==> src/rtl/falu_pkg.sv <==
`default_nettype none
// ============================================================================
//  Module      : falu_pkg
//  Description : Shared definitions for the FALU request sequencer: FALU
//                operation codes, the quiet-NaN substitute result, FSM state
//                encoding, response flag bit positions and op-code helpers.
//  Revision    : 1.0 - initial release
// ============================================================================
package falu_pkg;

    // FALU operation codes; 0 means "no operation" on the FALU port.
    localparam logic [3:0] OP_NONE     = 4'd0;
    localparam logic [3:0] OP_ADD      = 4'd1;
    localparam logic [3:0] OP_SUB      = 4'd2;
    localparam logic [3:0] OP_MUL      = 4'd3;
    localparam logic [3:0] OP_DIV      = 4'd4;
    localparam logic [3:0] OP_SQRT     = 4'd5;
    localparam logic [3:0] OP_FP2INT   = 4'd6;
    localparam logic [3:0] OP_INT2FP   = 4'd7;
    localparam logic [3:0] OP_FP2USINT = 4'd8;
    localparam logic [3:0] OP_USINT2FP = 4'd9;

    // Result substituted for illegal ops and watchdog expiry.
    localparam logic [31:0] QNAN = 32'h7FC0_0000;

    // Sequencer FSM state encoding.
    typedef logic [1:0] state_t;
    localparam state_t ST_IDLE = 2'd0;
    localparam state_t ST_EXEC = 2'd1;
    localparam state_t ST_RESP = 2'd2;

    // Bit positions inside rsp_flags.
    localparam int FLG_EXC = 0;
    localparam int FLG_OVF = 1;
    localparam int FLG_UNF = 2;
    localparam int FLG_TMO = 3;

    // Div and sqrt run until FALU signals completion.
    function automatic logic is_multicycle(input logic [3:0] op);
        return (op == OP_DIV) || (op == OP_SQRT);
    endfunction

    // Only these codes are ever presented to FALU.
    function automatic logic is_legal(input logic [3:0] op);
        logic legal;
        case (op)
            OP_ADD, OP_SUB, OP_MUL, OP_DIV, OP_SQRT,
            OP_FP2INT, OP_INT2FP, OP_FP2USINT, OP_USINT2FP: legal = 1'b1;
            default:                                        legal = 1'b0;
        endcase
        return legal;
    endfunction

endpackage
`default_nettype wire

==> src/rtl/falu_req_fifo.sv <==
`default_nettype none
// ============================================================================
//  Module      : falu_req_fifo
//  Description : Synchronous request FIFO, DEPTH entries of WIDTH bits.
//                Pointers wrap by natural overflow; a separate occupancy
//                register provides full/empty. Read data shows the head entry
//                combinationally. Push while full and pop while empty are
//                ignored.
//  Ports       : clk, rst        - clock, synchronous active-high reset
//                push_i, wdata_i - write request and data
//                pop_i           - remove head entry
//                rdata_o         - head entry
//                full_o, empty_o - occupancy status
//  Revision    : 1.0 - initial release
// ============================================================================
module falu_req_fifo #(
    parameter int DEPTH = 4,
    parameter int WIDTH = 72
) (
    input  logic             clk,
    input  logic             rst,
    input  logic             push_i,
    input  logic [WIDTH-1:0] wdata_i,
    input  logic             pop_i,
    output logic [WIDTH-1:0] rdata_o,
    output logic             full_o,
    output logic             empty_o
);

    localparam int PTR_W = $clog2(DEPTH);

    logic [WIDTH-1:0] mem_q [DEPTH];
    logic [PTR_W-1:0] wr_ptr_q;
    logic [PTR_W-1:0] rd_ptr_q;
    logic [PTR_W:0]   count_q;

    logic w_push;
    logic w_pop;

    assign full_o  = (count_q == (PTR_W + 1)'(DEPTH));
    assign empty_o = (count_q == '0);
    assign w_push  = push_i && !full_o;
    assign w_pop   = pop_i && !empty_o;
    assign rdata_o = mem_q[rd_ptr_q];

    always_ff @(posedge clk) begin
        if (rst) begin
            wr_ptr_q <= '0;
            rd_ptr_q <= '0;
            count_q  <= '0;
        end else begin
            if (w_push) wr_ptr_q <= wr_ptr_q + 1'b1;
            if (w_pop)  rd_ptr_q <= rd_ptr_q + 1'b1;
            case ({w_push, w_pop})
                2'b10:   count_q <= count_q + 1'b1;
                2'b01:   count_q <= count_q - 1'b1;
                default: count_q <= count_q;
            endcase
        end
    end

    // Storage needs no reset: entries are only read once counted as valid.
    always_ff @(posedge clk) begin
        if (w_push) mem_q[wr_ptr_q] <= wdata_i;
    end

endmodule
`default_nettype wire

==> src/rtl/falu_req_seq.sv <==
`default_nettype none
// ============================================================================
//  Module      : falu_req_seq
//  Description : Request sequencer in front of the FALU floating-point unit.
//                Buffers requests in a FIFO, issues them one at a time,
//                captures result and flags, and returns them in order with the
//                request tag over a valid/ready response port.
//                Optional feature macro: FALU_SEQ_TIMEOUT_EN - adds a
//                WAIT_MAX-cycle watchdog on div/sqrt (flags 4'b1001 on expiry).
//  Ports       : clk, rst                    - clock, sync active-high reset
//                req_valid/req_ready/req_*   - request push port
//                falu_op/falu_a/falu_b       - FALU command (op 0 when idle)
//                falu_result/exc/ovf/unf/done- FALU returns
//                rsp_valid/rsp_ready/rsp_*   - response port
//  Revision    : 1.0 - initial release
// ============================================================================
module falu_req_seq
    import falu_pkg::*;
#(
    parameter int DEPTH    = 4,
    parameter int TAG_W    = 4,
    parameter int WAIT_MAX = 64
) (
    input  logic             clk,
    input  logic             rst,
    input  logic             req_valid,
    output logic             req_ready,
    input  logic [3:0]       req_op,
    input  logic [31:0]      req_a,
    input  logic [31:0]      req_b,
    input  logic [TAG_W-1:0] req_tag,
    output logic [3:0]       falu_op,
    output logic [31:0]      falu_a,
    output logic [31:0]      falu_b,
    input  logic [31:0]      falu_result,
    input  logic             falu_exc,
    input  logic             falu_ovf,
    input  logic             falu_unf,
    input  logic             falu_done,
    output logic             rsp_valid,
    input  logic             rsp_ready,
    output logic [31:0]      rsp_result,
    output logic [3:0]       rsp_flags,
    output logic [TAG_W-1:0] rsp_tag
);

    localparam int ENT_W = 4 + 32 + 32 + TAG_W;

    state_t           state_q, state_d;
    logic [3:0]       op_q;
    logic [31:0]      a_q;
    logic [31:0]      b_q;
    logic [TAG_W-1:0] tag_q;
    logic [31:0]      rsp_result_q;
    logic [3:0]       rsp_flags_q;
    logic [TAG_W-1:0] rsp_tag_q;

    logic             w_full;
    logic             w_empty;
    logic             w_pop;
    logic [ENT_W-1:0] w_head;
    logic             w_capture;
    logic [31:0]      w_cap_result;
    logic [3:0]       w_cap_flags;
    logic             w_tmo;

    // ------------------------------------------------------------------------
    // Request FIFO
    // ------------------------------------------------------------------------
    falu_req_fifo #(
        .DEPTH (DEPTH),
        .WIDTH (ENT_W)
    ) u_fifo (
        .clk     (clk),
        .rst     (rst),
        .push_i  (req_valid),
        .wdata_i ({req_op, req_a, req_b, req_tag}),
        .pop_i   (w_pop),
        .rdata_o (w_head),
        .full_o  (w_full),
        .empty_o (w_empty)
    );

    assign req_ready = !w_full;

    // ------------------------------------------------------------------------
    // Optional div/sqrt watchdog
    // ------------------------------------------------------------------------
`ifdef FALU_SEQ_TIMEOUT_EN
    localparam int CNT_W = $clog2(WAIT_MAX + 1);
    logic [CNT_W-1:0] wait_cnt_q;

    // Cleared on every pop so each op starts counting from zero; it counts
    // EXEC cycles and expires on the last permitted one.
    always_ff @(posedge clk) begin
        if (rst || w_pop) begin
            wait_cnt_q <= '0;
        end else if (state_q == ST_EXEC) begin
            wait_cnt_q <= wait_cnt_q + 1'b1;
        end
    end

    assign w_tmo = (wait_cnt_q == CNT_W'(WAIT_MAX - 1));
`else
    assign w_tmo = 1'b0;

    // WAIT_MAX only matters with the watchdog; keep it referenced so the
    // parameter list stays identical in both builds.
    if (WAIT_MAX < 1) begin : g_wait_max_invalid
    end
`endif

    // ------------------------------------------------------------------------
    // Sequencer FSM
    // ------------------------------------------------------------------------
    always_comb begin
        state_d      = state_q;
        w_pop        = 1'b0;
        w_capture    = 1'b0;
        w_cap_result = QNAN;
        w_cap_flags  = 4'b0000;
        case (state_q)
            ST_IDLE: begin
                if (!w_empty) begin
                    w_pop   = 1'b1;
                    state_d = ST_EXEC;
                end
            end
            ST_EXEC: begin
                if (!is_legal(op_q)) begin
                    w_capture            = 1'b1;
                    w_cap_flags[FLG_EXC] = 1'b1;
                end else if (!is_multicycle(op_q) || falu_done || falu_exc) begin
                    w_capture            = 1'b1;
                    w_cap_result         = falu_result;
                    w_cap_flags[FLG_EXC] = falu_exc;
                    w_cap_flags[FLG_OVF] = falu_ovf;
                    w_cap_flags[FLG_UNF] = falu_unf;
                end else if (w_tmo) begin
                    w_capture            = 1'b1;
                    w_cap_flags[FLG_EXC] = 1'b1;
                    w_cap_flags[FLG_TMO] = 1'b1;
                end
                if (w_capture) state_d = ST_RESP;
            end
            ST_RESP: begin
                if (rsp_ready) begin
                    if (!w_empty) begin
                        w_pop   = 1'b1;
                        state_d = ST_EXEC;
                    end else begin
                        state_d = ST_IDLE;
                    end
                end
            end
            default: state_d = ST_IDLE;
        endcase
    end

    always_ff @(posedge clk) begin
        if (rst) begin
            state_q      <= ST_IDLE;
            op_q         <= OP_NONE;
            a_q          <= '0;
            b_q          <= '0;
            tag_q        <= '0;
            rsp_result_q <= '0;
            rsp_flags_q  <= '0;
            rsp_tag_q    <= '0;
        end else begin
            state_q <= state_d;
            if (w_pop) begin
                {op_q, a_q, b_q, tag_q} <= w_head;
            end
            // Response registers are separate from the op registers so a
            // pop out of RESP cannot disturb the response being presented.
            if (w_capture) begin
                rsp_result_q <= w_cap_result;
                rsp_flags_q  <= w_cap_flags;
                rsp_tag_q    <= tag_q;
            end
        end
    end

    // ------------------------------------------------------------------------
    // Outputs
    // ------------------------------------------------------------------------
    // Illegal codes are never shown to FALU.
    assign falu_op    = ((state_q == ST_EXEC) && is_legal(op_q)) ? op_q : OP_NONE;
    assign falu_a     = a_q;
    assign falu_b     = b_q;
    assign rsp_valid  = (state_q == ST_RESP);
    assign rsp_result = rsp_result_q;
    assign rsp_flags  = rsp_flags_q;
    assign rsp_tag    = rsp_tag_q;

endmodule
`default_nettype wire

==> config.mk <==
export PLATFORM = sky130hd
export DESIGN_NAME = falu_req_seq
export DESIGN_NICKNAME = d
export VERILOG_FILES = /design/src/rtl/falu_pkg.sv /design/src/rtl/falu_req_fifo.sv /design/src/rtl/falu_req_seq.sv
export SDC_FILE = /design/constraint.sdc
export NUM_CORES = 1
export LEC_CHECK = 0
export ABC_AREA = 1
export CAP_MARGIN = 20
export CORE_ASPECT_RATIO = 0.5
export CORE_UTILIZATION = 55
export CTS_CLUSTER_SIZE = 14
export DETAILED_ROUTE_END_ITERATION = 6
export DONT_BUFFER_PORTS = 1
export GPL_TIMING_DRIVEN = 0
export MAX_ROUTING_LAYER = met4
export PLACE_DENSITY = 0.73
export SLEW_MARGIN = 15
export SYNTH_ARGS = -nofsm -noshare
export SYNTH_HDL_FRONTEND = slang
export SYNTH_HIERARCHICAL = 1
export SYNTH_SLANG_ARGS = --single-unit
export TNS_END_PERCENT = 100
==> constraint.sdc <==
create_clock -name clk -period 5 [get_ports clk]
set_input_delay 1 -clock clk [delete_from_list [all_inputs] [get_ports clk]]
set_output_delay 1 -clock clk [all_outputs]
set_load 0.01 [all_outputs]
==> run metrics <==
post-cts gate resize count 0; final count of pins violating max slew 0; number of global-route vias before repair 10,142; drt initial violations 913; Mapped Area 15,800 um2; Worst Path Arrival 3.26 ns; status complete, no violations; Buffers on Ports 0; number of nets produced by synthesis 1,413; antenna violations before repair 1; fmax 358 MHz; CTS Buffer Depth 3; transition at the pin with the smallest max-transition slack 0.571 ns; P_sw 0.00359 W; residual antenna-violating net count after detailed routing 0; reg-to-reg critical path endpoint u_fifo/count_q[2]$_SDFFE_PP0P_; portion of the clock cycle consumed by the worst path in the final layout 55.9%; I/O pin count 222; antenna diode count 0; critical path required time 5.47 ns; average size of a mapped cell 12.2 um2; critical setup path kind register to register; yosys synthesis warning count 6; DRC violations left 0; slack of the worst reg-to-reg path 2.21 ns; clk_skew 0.0157 ns; number of setup violations in the final report 0; portion of the post-synthesis area used by sequential elements 70.5%; worst setup path end u_fifo/count_q[2]$_SDFFE_PP0P_; Detailed Routing Iterations Pass 1 7; total via count after detailed routing 10,245; power density over the cells 584 nW/um2; maximum resistive drop on vdd 0.000361 V; switching power as a share of total power 34.7%; metal3 WL 2680 um; mean number of vias per cell 5.83; post-place instance area 16,500 um2; hold wc startpoint tag_q[2]$_SDFFE_PP0N_; TritonCTS clock tree done; Row Count 43; wire length of the first global-routing pass 56,100 um; startpoint of the lowest-slack register-to-register path u_fifo/count_q[1]$_SDFFE_PP0P_; area overhead of the layout relative to synthesis 12.5%; cell types with the largest area share after synthesis edfxtp_1 55%, dfxtp_1 16%, o21ai_0 6.8%; hold slack final 0.499 ns; cell-internal power 0.00676 W; endpoints failing hold 0; postcts setup bufs 0; combinational power share 28.6%; number of library cell types mapped by synthesis 35; total chip power 0.0103 W; Startpoint Class register; detailed placer's ending HPWL 24,500 um; power share of the clock group 27.1%; highest net fanout along the worst path 12; routability congestion estimate from global placement 0.796; origin of the worst setup path u_fifo/count_q[1]$_SDFFE_PP0P_; core region area 27,900 um2; CTS Buf Count 37; power share of the sequential group 44.3%; min Tclk post-route 2.79 ns; unrepaired setup endpoints after global routing no; number of sinks driven by the clock tree 411; Chip Width 241 um; Max-Slew Margin vs Limit 61.8%; effective utilization at floorplan 56.4%; length of routed met2 wiring 18,600 um; clock root buffer clkbuf_16; endpoint type of the worst setup path register; Hold WC Path Type register to register; final net count 1,464; wire length per cell 21.2 um; number of synthesized register bits 411; overflow left after global routing 0; final wirelength 37,200 um; latest clock arrival within the worst-skew pair 0.54 ns; Metal-1 WL 15,300 um; summed negative setup slack over all endpoints 0 ns; maximum number of pins on one net before global-route repair 25; cell depth of the worst flop-to-flop path 17; largest area contributor in the netlist edfxtp_1; Clock H-tree levels 2; die area 29,400 um2; number of maximum-capacitance violations 0; clock-pin slew on the worst setup and hold paths 0.06 ns; number of fillers in the final layout 2,080; final instance area 17,700 um2; overall die height 122 um; highest routed metal layer met4; share of the synthesized area in the top cell type 54.9%; GRT Total Usage 26.2%; hold buffers post-CTS 0; Synth Instances 1,295; layout cell share with drive strength beyond 1 17.0%; P_leak 6.16 nW
## power groups by stage
stage          combinational [W]  sequential (W)  clock [W]
2_1_floorplan            0.00207         0.00458          0
3_3_place_gp             0.00276         0.00468          0
5_1_grt                  0.00325         0.00463    0.00299
6_report                 0.00296         0.00459    0.00280
4_1_cts                  0.00295         0.00459    0.00284
3_5_place_dp             0.00294         0.00466          0
## kinds of logic after synthesis
logic type	count (synthesis)	share of synthesized area, %
AND/OR/NAND/NOR	425	11.7
AO/OA/AOI/OAI	331	13.2
buffers and inverters	121	4.04
adder cells (fa/ha/maj)	6	0.524
flip-flops	411	70.5
other	1	0.0238
## cell type report
type,instances,area (um2),share of cell area [%]
sequential,411,11100,62.7
multi-input combinational,763,4030,22.8
clock buffer,62,1130,6.40
tap,382,478,2.70
buffer,80,473,2.67
timing repair buffer,12,263,1.48
inverter,41,163,0.918
clock inverter,6,57.6,0.325
## registers in the layout, indices dropped and copies added, names as in the netlist, named ones only
name / count
u_fifo/wr_ptr_q: 2
op_q: 4
falu_a: 32
tag_q: 4
falu_b: 32
rsp_flags: 3
u_fifo/mem_q: 288
u_fifo/count_q: 3
state_q: 2
rsp_result: 32
rsp_tag: 4
u_fifo/rd_ptr_q: 2
## worst min path at each step
stage | to | cells after the start
floorplan | tag_q[0]$_SDFFE_PP0N_ | 2
finish | tag_q[2]$_SDFFE_PP0N_ | 2
detailed placement | tag_q[2]$_SDFFE_PP0N_ | 2
CTS | tag_q[2]$_SDFFE_PP0N_ | 2
global route | u_fifo/wr_ptr_q[1]$_SDFFE_PP0P_ | 1
global placement | u_fifo/rd_ptr_q[1]$_SDFFE_PP0P_ | 2
## metrics by stage
| stage | worst slack [ns] | util [%] | instances |
|---|---|---|---|
| floorplan | 0.342 | - | 1295 |
| finish | 2.21 | 63.4 | 1757 |
| global placement | -2.18 | 58.1 | 1677 |
| detailed placement | 1.81 | 59.2 | 1689 |
| global route | 2.00 | 63.4 | 1757 |
| CTS | 2.23 | 63.4 | 1757 |
## worst max-delay path, cell delays in order, from the launching register on
cell and delay, ns:
dfxtp_1 0.37, nor2_1 0.08, nand2_1 0.12, inv_1 0.09, nor2_4 0.17, nand2_4 0.18, clkinv_2 0.20, buf_2 0.30
nand2_1 0.11, inv_1 0.10, ha_1 0.18, inv_1 0.07, fa_1 0.38, nand2_1 0.09, nand3_1 0.09, nand2_1 0.07
nand2_1 0.04, nor2_1 0.09
## per-layer routing
metal  global-route usage, %  up-vias
met5                       -        -
met4                    7.63        0
met3                    5.73       62
met2                    42.6      374
met1                    33.2     5140
li1                        -     4669
## synthesized netlist by cell type, drive strengths merged
master  number
o21ai      224
fa           1
clkbuf      36
conb         1
nand3       37
inv         39
ha           5
nand2       55
nand3b       2
clkinv       2
o22ai       72
buf         44
edfxtp     288
o21bai       4
dfxtp      123
nand4        1
a21oi       31
nor2       330
## layout by cell type (no fill, tap or decap), types with 2 or more instances in the layout
master	n
a21oi_1	29
inv_6	2
nor2_2	51
o21bai_1	4
nor2_1	273
buf_12	10
nand3_2	5
clkbuf_2	6
nand2_2	2
edfxtp_1	288
buf_2	23
clkinv_2	4
nand2_1	52
inv_2	2
o22ai_2	50
o21ai_0	214
a21oi_2	2
clkbuf_16	40
dfxtp_1	123
clkbuf_1	47
buf_16	3
o22ai_1	22
inv_1	35
clkinv_1	2
nand3_1	32
nand3b_1	2
buf_6	12
clkbuf_8	5
o21ai_1	10
buf_4	8
ha_1	5
nor2_4	5
(Power assumes the default switching activity.)
